<file path="config.mk">
export PLATFORM = sky130hd
export DESIGN_NAME = dmro_link_trainer_flat
export DESIGN_NICKNAME = d
export VERILOG_FILES = /design/src/rtl/dmro_link_trainer_if.sv /design/src/rtl/dmro_link_trainer.sv /design/src/flat_wrapper.sv
export SDC_FILE = /design/constraint.sdc
export NUM_CORES = 1
export LEC_CHECK = 0
export BUFFER_PORTS_ARGS = -buffer_cell sky130_fd_sc_hd__buf_2
export CORE_MARGIN = 1.5
export CORE_UTILIZATION = 30
export CTS_BUF_LIST = sky130_fd_sc_hd__clkbuf_8
export CTS_CLUSTER_SIZE = 14
export DETAILED_ROUTE_END_ITERATION = 7
export HOLD_SLACK_MARGIN = 0.12
export PLACE_DENSITY = 0.46
export RECOVER_POWER = 25
export SLEW_MARGIN = 20
export SYNTH_ARGS = -nofsm -noshare
export SYNTH_HDL_FRONTEND = slang
export SYNTH_SLANG_ARGS = --single-unit
</file>
<file path="constraint.sdc">
create_clock -name CLK -period 4.53 [get_ports CLK]
set_input_delay 0.453 -clock CLK [delete_from_list [all_inputs] [get_ports CLK]]
set_output_delay 0.453 -clock CLK [all_outputs]
set_load 0.05 [all_outputs]
</file>
<file path="src/rtl/dmro_link_trainer_if.sv">
// Control/status bundle between the DMRO link trainer and its environment
// (transmitter config, receive deserializer and supervisory logic).
interface dmro_link_trainer_if;
  logic        Start;
  logic        Retrain;
  logic [31:0] WordIn;
  logic [4:0]  AlignOffset;
  logic        TestMode;
  logic        Locked;
  logic        Fail;
  logic        Busy;
  logic [5:0]  Attempts;

  modport master (
    output Start, Retrain, WordIn,
    input  AlignOffset, TestMode, Locked, Fail, Busy, Attempts
  );

  modport slave (
    input  Start, Retrain, WordIn,
    output AlignOffset, TestMode, Locked, Fail, Busy, Attempts
  );
endinterface

</file>
<file path="src/rtl/dmro_link_trainer.sv">
// DMRO link trainer: sweeps the deserializer bit offset until the received
// words continue a valid PRBS7 stream, then drops TestMode and reports lock.
module dmro_link_trainer #(
  parameter int unsigned SETTLE_CYCLES = 4,
  parameter int unsigned CHECK_WORDS   = 16,
  parameter int unsigned INIT_OFFSET   = 0
) (
  input logic                CLK,
  input logic                RSTn,
  dmro_link_trainer_if.slave link
);

  localparam logic [7:0] SETTLE_LAST  = 8'(SETTLE_CYCLES - 1);
  localparam logic [7:0] CHECK_TARGET = 8'(CHECK_WORDS);
  localparam logic [4:0] OFFSET_RESET = 5'(INIT_OFFSET);

  typedef enum logic [2:0] {IDLE, SETTLE, CHECK, LOCKED, FAIL} state_t;

  state_t      state_q, state_d;
  logic [4:0]  offset_q, offset_d;
  logic        testMode_q, testMode_d;
  logic        locked_q, locked_d;
  logic        fail_q, fail_d;
  logic        busy_q, busy_d;
  logic [5:0]  attempts_q, attempts_d;
  logic [31:0] prev_q, prev_d;
  logic [7:0]  settleCnt_q, settleCnt_d;
  logic [7:0]  goodCnt_q, goodCnt_d;
  logic        prime_q, prime_d;
  logic [31:0] pred;

  // Extends the history window (bit 32 = latest received bit) by 32 new bits.
  function automatic logic [31:0] prbs7Next(input logic [31:0] hist);
    logic [63:0] s;
    s = {hist, 32'h0};
    for (int j = 31; j >= 0; j--) begin
      s[j] = s[j+6] ^ s[j+7];
    end
    return s[31:0];
  endfunction

  assign pred = prbs7Next(prev_q);

  always_comb begin
    state_d     = state_q;
    offset_d    = offset_q;
    testMode_d  = testMode_q;
    locked_d    = locked_q;
    fail_d      = fail_q;
    attempts_d  = attempts_q;
    prev_d      = prev_q;
    settleCnt_d = settleCnt_q;
    goodCnt_d   = goodCnt_q;
    prime_d     = prime_q;

    case (state_q)
      IDLE: begin
        if (link.Start) begin
          state_d     = SETTLE;
          testMode_d  = 1'b1;
          attempts_d  = '0;
          settleCnt_d = '0;
        end
      end
      SETTLE: begin
        settleCnt_d = settleCnt_q + 8'd1;
        if (settleCnt_q == SETTLE_LAST) begin
          state_d   = CHECK;
          prime_d   = 1'b1;
          goodCnt_d = '0;
        end
      end
      CHECK: begin
        if (goodCnt_q == CHECK_TARGET) begin
          state_d    = LOCKED;
          testMode_d = 1'b0;
          locked_d   = 1'b1;
        end else if (prime_q) begin
          prev_d  = link.WordIn;
          prime_d = 1'b0;
        end else if ((link.WordIn == pred) && (link.WordIn != 32'h0)) begin
          goodCnt_d = goodCnt_q + 8'd1;
          prev_d    = link.WordIn;
        end else begin
          // All-zero words also land here: they obey the recurrence but carry no pattern.
          offset_d   = offset_q + 5'd1;
          attempts_d = attempts_q + 6'd1;
          if (attempts_q == 6'd31) begin
            state_d    = FAIL;
            fail_d     = 1'b1;
            testMode_d = 1'b0;
          end else begin
            state_d     = SETTLE;
            settleCnt_d = '0;
          end
        end
      end
      LOCKED, FAIL: begin
        if (link.Retrain) begin
          state_d     = SETTLE;
          testMode_d  = 1'b1;
          locked_d    = 1'b0;
          fail_d      = 1'b0;
          attempts_d  = '0;
          settleCnt_d = '0;
        end
      end
      default: state_d = IDLE;
    endcase

    busy_d = (state_d == SETTLE) || (state_d == CHECK);
  end

  always_ff @(posedge CLK or negedge RSTn) begin
    if (!RSTn) begin
      state_q     <= IDLE;
      offset_q    <= OFFSET_RESET;
      testMode_q  <= 1'b0;
      locked_q    <= 1'b0;
      fail_q      <= 1'b0;
      busy_q      <= 1'b0;
      attempts_q  <= '0;
      prev_q      <= '0;
      settleCnt_q <= '0;
      goodCnt_q   <= '0;
      prime_q     <= 1'b0;
    end else begin
      state_q     <= state_d;
      offset_q    <= offset_d;
      testMode_q  <= testMode_d;
      locked_q    <= locked_d;
      fail_q      <= fail_d;
      busy_q      <= busy_d;
      attempts_q  <= attempts_d;
      prev_q      <= prev_d;
      settleCnt_q <= settleCnt_d;
      goodCnt_q   <= goodCnt_d;
      prime_q     <= prime_d;
    end
  end

  assign link.AlignOffset = offset_q;
  assign link.TestMode    = testMode_q;
  assign link.Locked      = locked_q;
  assign link.Fail        = fail_q;
  assign link.Busy        = busy_q;
  assign link.Attempts    = attempts_q;

endmodule

</file>
<file path="src/flat_wrapper.sv">
// flat-port wrapper written by rule: the top's interface ports become plain ports
module dmro_link_trainer_flat 
#(
  parameter int unsigned SETTLE_CYCLES = 4,
  parameter int unsigned CHECK_WORDS   = 16,
  parameter int unsigned INIT_OFFSET   = 0
)
  (CLK, RSTn, link_Start, link_Retrain, link_WordIn, link_AlignOffset, link_TestMode, link_Locked, link_Fail, link_Busy, link_Attempts);
  dmro_link_trainer_if link_i ();
  input logic CLK;
  input logic RSTn;
  input wire logic [$bits(link_i.Start)-1:0] link_Start;
  input wire logic [$bits(link_i.Retrain)-1:0] link_Retrain;
  input wire logic [$bits(link_i.WordIn)-1:0] link_WordIn;
  output wire logic [$bits(link_i.AlignOffset)-1:0] link_AlignOffset;
  output wire logic [$bits(link_i.TestMode)-1:0] link_TestMode;
  output wire logic [$bits(link_i.Locked)-1:0] link_Locked;
  output wire logic [$bits(link_i.Fail)-1:0] link_Fail;
  output wire logic [$bits(link_i.Busy)-1:0] link_Busy;
  output wire logic [$bits(link_i.Attempts)-1:0] link_Attempts;
  assign link_i.Start = link_Start;
  assign link_i.Retrain = link_Retrain;
  assign link_i.WordIn = link_WordIn;
  assign link_AlignOffset = link_i.AlignOffset;
  assign link_TestMode = link_i.TestMode;
  assign link_Locked = link_i.Locked;
  assign link_Fail = link_i.Fail;
  assign link_Busy = link_i.Busy;
  assign link_Attempts = link_i.Attempts;
  dmro_link_trainer #(.SETTLE_CYCLES(SETTLE_CYCLES), .CHECK_WORDS(CHECK_WORDS), .INIT_OFFSET(INIT_OFFSET)) u_core (.CLK(CLK), .RSTn(RSTn), .link(link_i));
endmodule
</file>
==> results of run 1 <==
## worst max-delay path, stage by stage (launching register included)
cell	delay, ns
dfrtp_1	0.75
xor2_1	0.42
mux4_1	0.61
a21oi_1	0.22
nor3_1	0.07
nand3_1	0.15
nor4_4	0.10
or3b_1	0.51
a211o_1	0.34
## metal layers
metal	vias to the layer above	global-route usage, %	routed length [µm]	part of all wire, %
li1	1369	-	-	-
met1	1316	21.57	4187	49
met2	57	24.37	3826	45
met3	9	2.049	354	4.2
met4	0	4.135	102	1.2
met5	-	0	0	0
## logic make-up after synthesis
group | count (synthesis) | share of synthesized area, %
xor+xnor | 45 | 16.26
flops | 42 | 31.61
mux | 17 | 6.060
simple gates | 157 | 27.10
buf+inv | 25 | 3.576
fa+ha+maj | 5 | 1.882
compound gates | 62 | 13.51
## worst max path at each step
| stage | start | end |
|---|---|---|
| floorplan | u_core.prev_q[1] | u_core.link.AlignOffset[1] |
| global placement | u_core.prev_q[0] | u_core.link.AlignOffset[1] |
| detailed placement | u_core.prev_q[0] | u_core.link.AlignOffset[1] |
| CTS | u_core.prev_q[0] | u_core.link.AlignOffset[1] |
| global route | u_core.prev_q[3] | u_core.settleCnt_q[7] |
| finish | u_core.prev_q[3] | u_core.settleCnt_q[7] |
## flip-flops by register name, summed over array words and instances, names as in the netlist
| signal | flops |
|---|---|
| u_core.link.Attempts | 6 |
| u_core.prev_q | 7 |
| u_core.link.Busy | 1 |
| u_core.settleCnt_q | 8 |
| u_core.prime_q | 1 |
| u_core.link.AlignOffset | 5 |
| u_core.link.Fail | 1 |
| u_core.state_q | 3 |
| u_core.goodCnt_q | 8 |
| u_core.link.TestMode | 1 |
| u_core.link.Locked | 1 |
## layout make-up
class / count / area (µm²) / share of cell area (%)
multi-input cells: 286 / 2155 / 57.50
clock inverters: 2 / 8.758 / 0.2337
inverters: 7 / 26.28 / 0.7012
flip-flops and latches: 42 / 1051 / 28.05
well taps: 140 / 175.2 / 4.674
clock buffers: 6 / 82.58 / 2.204
repair buffers: 50 / 249.0 / 6.644
## power groups by stage
stage	registers [mW]	clock network (mW)	logic, mW
floorplan	0.644	0	1.20
global placement	0.714	0	1.38
detailed placement	0.713	0	1.40
CTS	0.706	0.263	1.41
global route	0.734	0.280	1.54
finish	0.705	0.250	1.40
## cells in the mapped netlist, drive strengths merged (3+ instances only)
master  number  area [µm²]
and2         3       18.77
nor2        25       93.84
dfrtp       42        1051
xnor2       14       137.6
mux2        12       135.1
o22ai        3       18.77
inv          7       26.28
or2          4       25.03
nand2       22       85.09
clkbuf       7       26.28
nand3       21       105.1
a21oi        7       35.03
nor3        20       111.4
o211ai       5       37.54
a211o        8       72.57
buf         11       66.31
o31ai       11       82.58
nand2b       5       31.28
or3          4       25.02
mux2i        4       40.04
nor2b        7       43.79
xnor3        3       67.56
o21ai       13       65.06
nor4        12       105.1
xor3         6       142.6
xor2        22       192.7
nand4        6       58.80
ha           5       62.56
and3        17       107.6
a21o         4       30.03
## stage by stage
stage | setup WS, ns | hold WS (ns) | instance area (µm²) | std cells
6_report | 1.242 | 0.4292 | 3747 | 533
3_5_place_dp | 1.234 | 0.4588 | 3657 | 525
3_3_place_gp | 1.296 | 0.4556 | 3657 | 525
5_1_grt | 1.038 | 0.4251 | 3747 | 533
2_1_floorplan | 1.820 | 0.1574 | 3324 | 353
4_1_cts | 1.225 | 0.3609 | 3749 | 533
==> results.md, run 1 <==
* Async S/R FF share, synth at 100.0%
* Fraction of layout instances using a drive strength above 1 at 21.12%
* Crit Path Class: flip-flop to flip-flop
* Die area at 0.01172 mm²
* Syn Nets at 394
* Post-synth EDFFs at 0
* Startpoint Class: flip-flop
* First-pass GRT wire length at 14070 µm
* Final setup violation count at 0
* Worst slew pin tran at 2.330 ns
* Detailed Route WL at 8471 µm
* IO Port Bufs at 50
* Total track usage at 15.25%
* Seq/Total Area, Yosys at 31.61%
* DRC at 0
* Psw at 1.094 mW
* Finished Core Util at 34.57%
* Mapped Cells at 353
* Hold path startpoint: link_Retrain
* WP data arrival at 3.47 ns
* Clk_lat worst skew at 0.30 ns
* Tcrit/Tclk final at 72.59%
* Initial DRC Count at 122
* Internal power at 1.256 mW
* Top FF cell, synth: dfrtp_1
* Clock power frac at 10.6%
* R2R Path End: u_core.settleCnt_q[7]
* Leakage at 1.781 nW
* Area Growth Syn to Fin at 12.72%
* Vias at 2751
* Final Critical Period at 3.288 ns
* Status: finished with violations
* Max-Cap Viols at 1
* Worst VDD drop at 0.2757 mV
* Setup tns final at 0 ns
* Hold crit path type: input pin to flip-flop
* Failing checks: capacitance limit, slew limit
* Dpl hpwl at 6385 µm
* Die Span Y at 108.3 µm
* Pin count of the biggest net entering global routing at 43
* Skew final at 0.008879 ns
* CP endpoint kind: flip-flop
* Initial Utilization at 30.67%
* Fin. max-slew vios at 43
* Commonest non-fill, non-tap cells in the layout: 49 x buf_2, 42 x dfrtp_1, 25 x nor2_1
* Combinational share of power at 59.4%
* Mean Syn Cell Area at 9.418 µm²
* Fmax at 304.1 MHz
* Clock sinks at 42
* Max FO, Critical Path at 13
* R2R depth at 8
* Initial antenna violation count at 0
* Antenna Nets Post-Route at 0
* DIE WIDTH at 108.3 µm
* Synth cell types at 61
* GR Overflow Total at 0
* Clock transition at path regs at 0.08 ns
* # diodes at 0
* Row count at 38
* Hold path cells at 2
* Rel. slew slack at -55.36%
* CTS tree: built
* Core ar. at 0.01084 mm²
* Critical R2R Launch: u_core.prev_q[3]
* Unrepaired setup endpoints after global routing: false
* CTS H-tree depth at 2
* Ports at 51
* Vias in the first global route at 2770
* Layout Nets at 433
* Sw Ratio at 46.55%
* Pwr Density at 627.0 mW/mm²
* YS warnings at 0
* Clk root buf: clkbuf_8
* First-pass DRT Iterations at 4
* Post-CTS resize count at 0
* Register-to-Register Setup Slack at 1.24 ns
* Layout fillers at 1152
* Post CTS Setup Buffer Count at 0
* Gpl congestion at 0.7518
* WHS Endpoint: u_core.state_q[2]
* Sequential power share at 30.0%
* Total design power at 2.350 mW
* Clock Path Buffers at 2
* Synthesized area at 0.003324 mm²
* Synth Register Bits at 42
* Num CTS Buffers at 5
* Post-CTS Hold Buffers at 0
* Worst EP required at 4.71 ns
* Wire per inst at 15.89 µm
* Commonest non-fill, non-tap cell in the layout: buf_2
* Hold Violations, Final at 0
* Routed vias/inst at 5.161
Power figures use the tool's default switching activity.
==> run 2: changes to the inputs <==
Settings changed: ABC_AREA from default to 1, PLACE_DENSITY 0.46 to 0.45.
Clock period 4.53 ns to 3.4 ns, I/O delays scaled along.
==> run 2 against run 1 <==
  * The run still ends with capacitance limit, slew limit left
  * Clock power is 66% higher
  * Global-route usage is 2.2 points higher
  * Synthesized cell count is 59% higher
  * Clock skew is 0.0021 ns lower
  * Synthesized area is 5.3% higher
  * Clock-buffer cell count stayed put
  * Sequential power is 11% higher
  * Critical path depth is 6 higher
  * Critical path type unchanged
  * Largest cell class unchanged
==> results.md, run 2 <==
* Num CTS Buffers at 5
* CTS H-tree depth at 2
* Max FO, Critical Path at 12
* WP data arrival at 3.07 ns
* Skew final at 0.006802 ns
* Detailed Route WL at 10310 µm
* Setup tns final at 0 ns
* # diodes at 0
* Initial antenna violation count at 0
* Hold crit path type: input pin to flip-flop
* Mean Syn Cell Area at 6.218 µm²
* Most numerous cell in the Yosys netlist: nand2_1
* Commonest non-fill, non-tap cells in the layout: 222 x nand2_1, 70 x nand3_1, 57 x inv_1
* Clk_lat worst skew at 0.30 ns
* Worst slew pin tran at 2.385 ns
* Clock Path Buffers at 2
* Worst EP required at 3.61 ns
* GR Overflow Total at 0
* Failing checks: capacitance limit, slew limit
* Die area at 0.01233 mm²
* Seq/Total Area, Yosys at 30.02%
* Layout Nets at 657
* Sequential power share at 22.2%
* Commonest non-fill, non-tap cell in the layout: nand2_1
* Core ar. at 0.01142 mm²
* First-pass DRT Iterations at 4
* Internal power at 1.555 mW
* DP Area at 0.003887 mm²
* Syn Nets at 604
* Mapped Cells at 563
* Hold Violations, Final at 0
* Final setup violation count at 0
* Psw at 1.964 mW
* Post CTS Setup Buffer Count at 0
* Routed wl met2 at 4623 µm
* Largest cells by area after synthesis: dfrtp_1 30%, nand2_1 24%, nand3_1 10%, inv_1 6.1%, nor2_1 5.1%
* Ports at 51
* Synthesized area at 0.003501 mm²
* YS warnings at 0
* Clock transition at path regs at 0.08 ns
* Biggest regs: u_core.goodCnt_q (8), u_core.settleCnt_q (8), u_core.prev_q (7)
* Fin area at 0.004009 mm²
* Vias in the first global route at 3499
* Synth Register Bits at 42
* Unrepaired setup endpoints after global routing: false
* First-pass GRT wire length at 17510 µm
* Largest area contributor in the netlist: dfrtp_1
* Total track usage at 17.45%
* Clock power frac at 11.8%
* CTS tree: built
* Antenna Nets Post-Route at 0
* Fmax at 349.5 MHz
* Vias at 3644
* Initial DRC Count at 228
* Post-CTS Hold Buffers at 0
* Async S/R FF share, synth at 100.0%
* Row count at 39
* IO Port Bufs at 50
* Clk root buf: clkbuf_8
* Post-CTS resize count at 0
* Clock sinks at 42
* Wire per inst at 13.58 µm
* Die Span Y at 111.0 µm
* Routed vias/inst at 4.801
* Max-Cap Viols at 1
* Crit Path Class: flip-flop to flip-flop
* Fraction of layout instances using a drive strength above 1 at 15.10%
* Synth cell types at 36
* Sw Ratio at 55.82%
* Worst VDD drop at 0.3634 mV
* Pin count of the biggest net entering global routing at 43
* CP endpoint kind: flip-flop
* Top FF cell, synth: dfrtp_1
* Fin. max-slew vios at 43
* Max Used Layer: met4
* Gpl congestion at 0.8822
* DRC at 0
* Dpl hpwl at 8019 µm
* Pwr Density at 877.8 mW/mm²
* Final Critical Period at 2.862 ns
* Status: finished with violations
* Rel. slew slack at -59.01%
* Post-synth top area share at 30.02%
* Startpoint Class: flip-flop
* Initial Utilization at 30.66%
* Post-synth EDFFs at 0
* Commonest cells in the netlist: 222 x nand2_1, 70 x nand3_1, 57 x inv_1
* Tcrit/Tclk final at 84.17%
* Post-route met1 wirelength at 5155 µm
* Leakage at 2.171 nW
* DIE WIDTH at 111.0 µm
* Layout fillers at 1294
* DR WL met3 at 470 µm
* Area Growth Syn to Fin at 14.51%
* Combinational share of power at 66.1%
[run 2: changes by cell type after synthesis, moves of 9 or more]
| cell | previous run | this run |
|---|---|---|
| nand2_1 | 21 | 222 |
| inv_1 | 7 | 57 |
| nand3_1 | 21 | 70 |
| nor2_1 | 25 | 48 |
| nor3_1 | 19 | 2 |
| and3_1 | 16 | 0 |
| nand2_2 | 1 | 14 |
| o21ai_1 | 0 | 12 |
| xor2_1 | 22 | 10 |
| o31ai_1 | 11 | 1 |
| mux2_2 | 9 | 0 |
[run 2: final timing paths]
path	depth (start not counted)	endpoint	slack [ns]	start
setup / recovery	14	u_core.link.Attempts[4]	0.54	u_core.prev_q[4]
hold / removal	2	u_core.state_q[2]	0.25	link_Retrain
setup reg to reg	14	u_core.link.Attempts[4]	0.54	u_core.prev_q[4]
hold reg to reg	2	u_core.link.TestMode	0.51	u_core.link.TestMode
max in group asynchronous	2	u_core.link.Attempts[3]	0.74	RSTn
min in group asynchronous	2	u_core.link.AlignOffset[3]	1.29	RSTn
[run 2: metrics by stage]
stage                     setup WS, ns  total power, mW  utilization, %  hold WS, ns  cells
after CTS                       0.5538            3.532           35.03       0.2368    758
after detailed placement        0.5788            3.103           34.05       0.4957    751
after global placement          0.5978            3.108           34.05       0.4817    751
after global routing            0.2000            3.899           35.11       0.2435    759
after floorplan                  1.336            2.525               -      0.04441    563
final                           0.5384            3.519           35.11       0.2470    759
[run 2: kinds of logic (layout without fill, tap and decap cells)]
logic type               Yosys count  in the layout  share of synthesized area, %
buffers and inverters             70            123                         8.470
AND/OR/NAND/NOR                  393            393                         49.36
XOR/XNOR                          17             17                         4.467
flip-flops                        42             42                         30.02
AO/OA/AOI/OAI                     36             36                         5.897
adder cells (fa/ha/maj)            5              5                         1.787
[run 2: power by group through the flow]
stage                     Combinational, mW  Sequential [mW]  Clock, mW
final                                  2.32            0.780      0.414
after detailed placement               2.31            0.790          0
after floorplan                        1.66            0.868          0
after CTS                              2.32            0.781      0.430
after global routing                   2.64            0.805      0.453
after global placement                 2.32            0.789          0
[run 2: cell type report]
| class | count | area, µm² | area share [%] |
|---|---|---|---|
| Multi-Input combinational cell | 451 | 2153 | 53.71 |
| Sequential cell | 42 | 1051 | 26.22 |
| Timing Repair Buffer | 53 | 274.0 | 6.835 |
| Inverter | 63 | 239.0 | 5.961 |
| Tap cell | 143 | 178.9 | 4.463 |
| Clock buffer | 6 | 82.58 | 2.060 |
| Clock inverter | 1 | 30.03 | 0.7491 |
[run 2: worst max-delay path, stage by stage (launching register included)]
cell      delay (ns)
dfrtp_1         0.60
inv_4           0.08
nand2_1         0.08
nand2_2         0.15
nand2_1         0.10
nand2_1         0.13
nand3_1         0.17
nand2_1         0.13
a21oi_1         0.15
nand2_1         0.07
nor2_1          0.23
nand4_1         0.25
nand3b_1        0.43
nand2_1         0.08
o21ai_1         0.10
[run 2: metal layers]
layer	GRT usage [%]	vias to the layer above
met3	2.679	8
met5	0	-
met1	25.44	1679
met2	27.82	63
li1	-	1894
met4	2.785	0
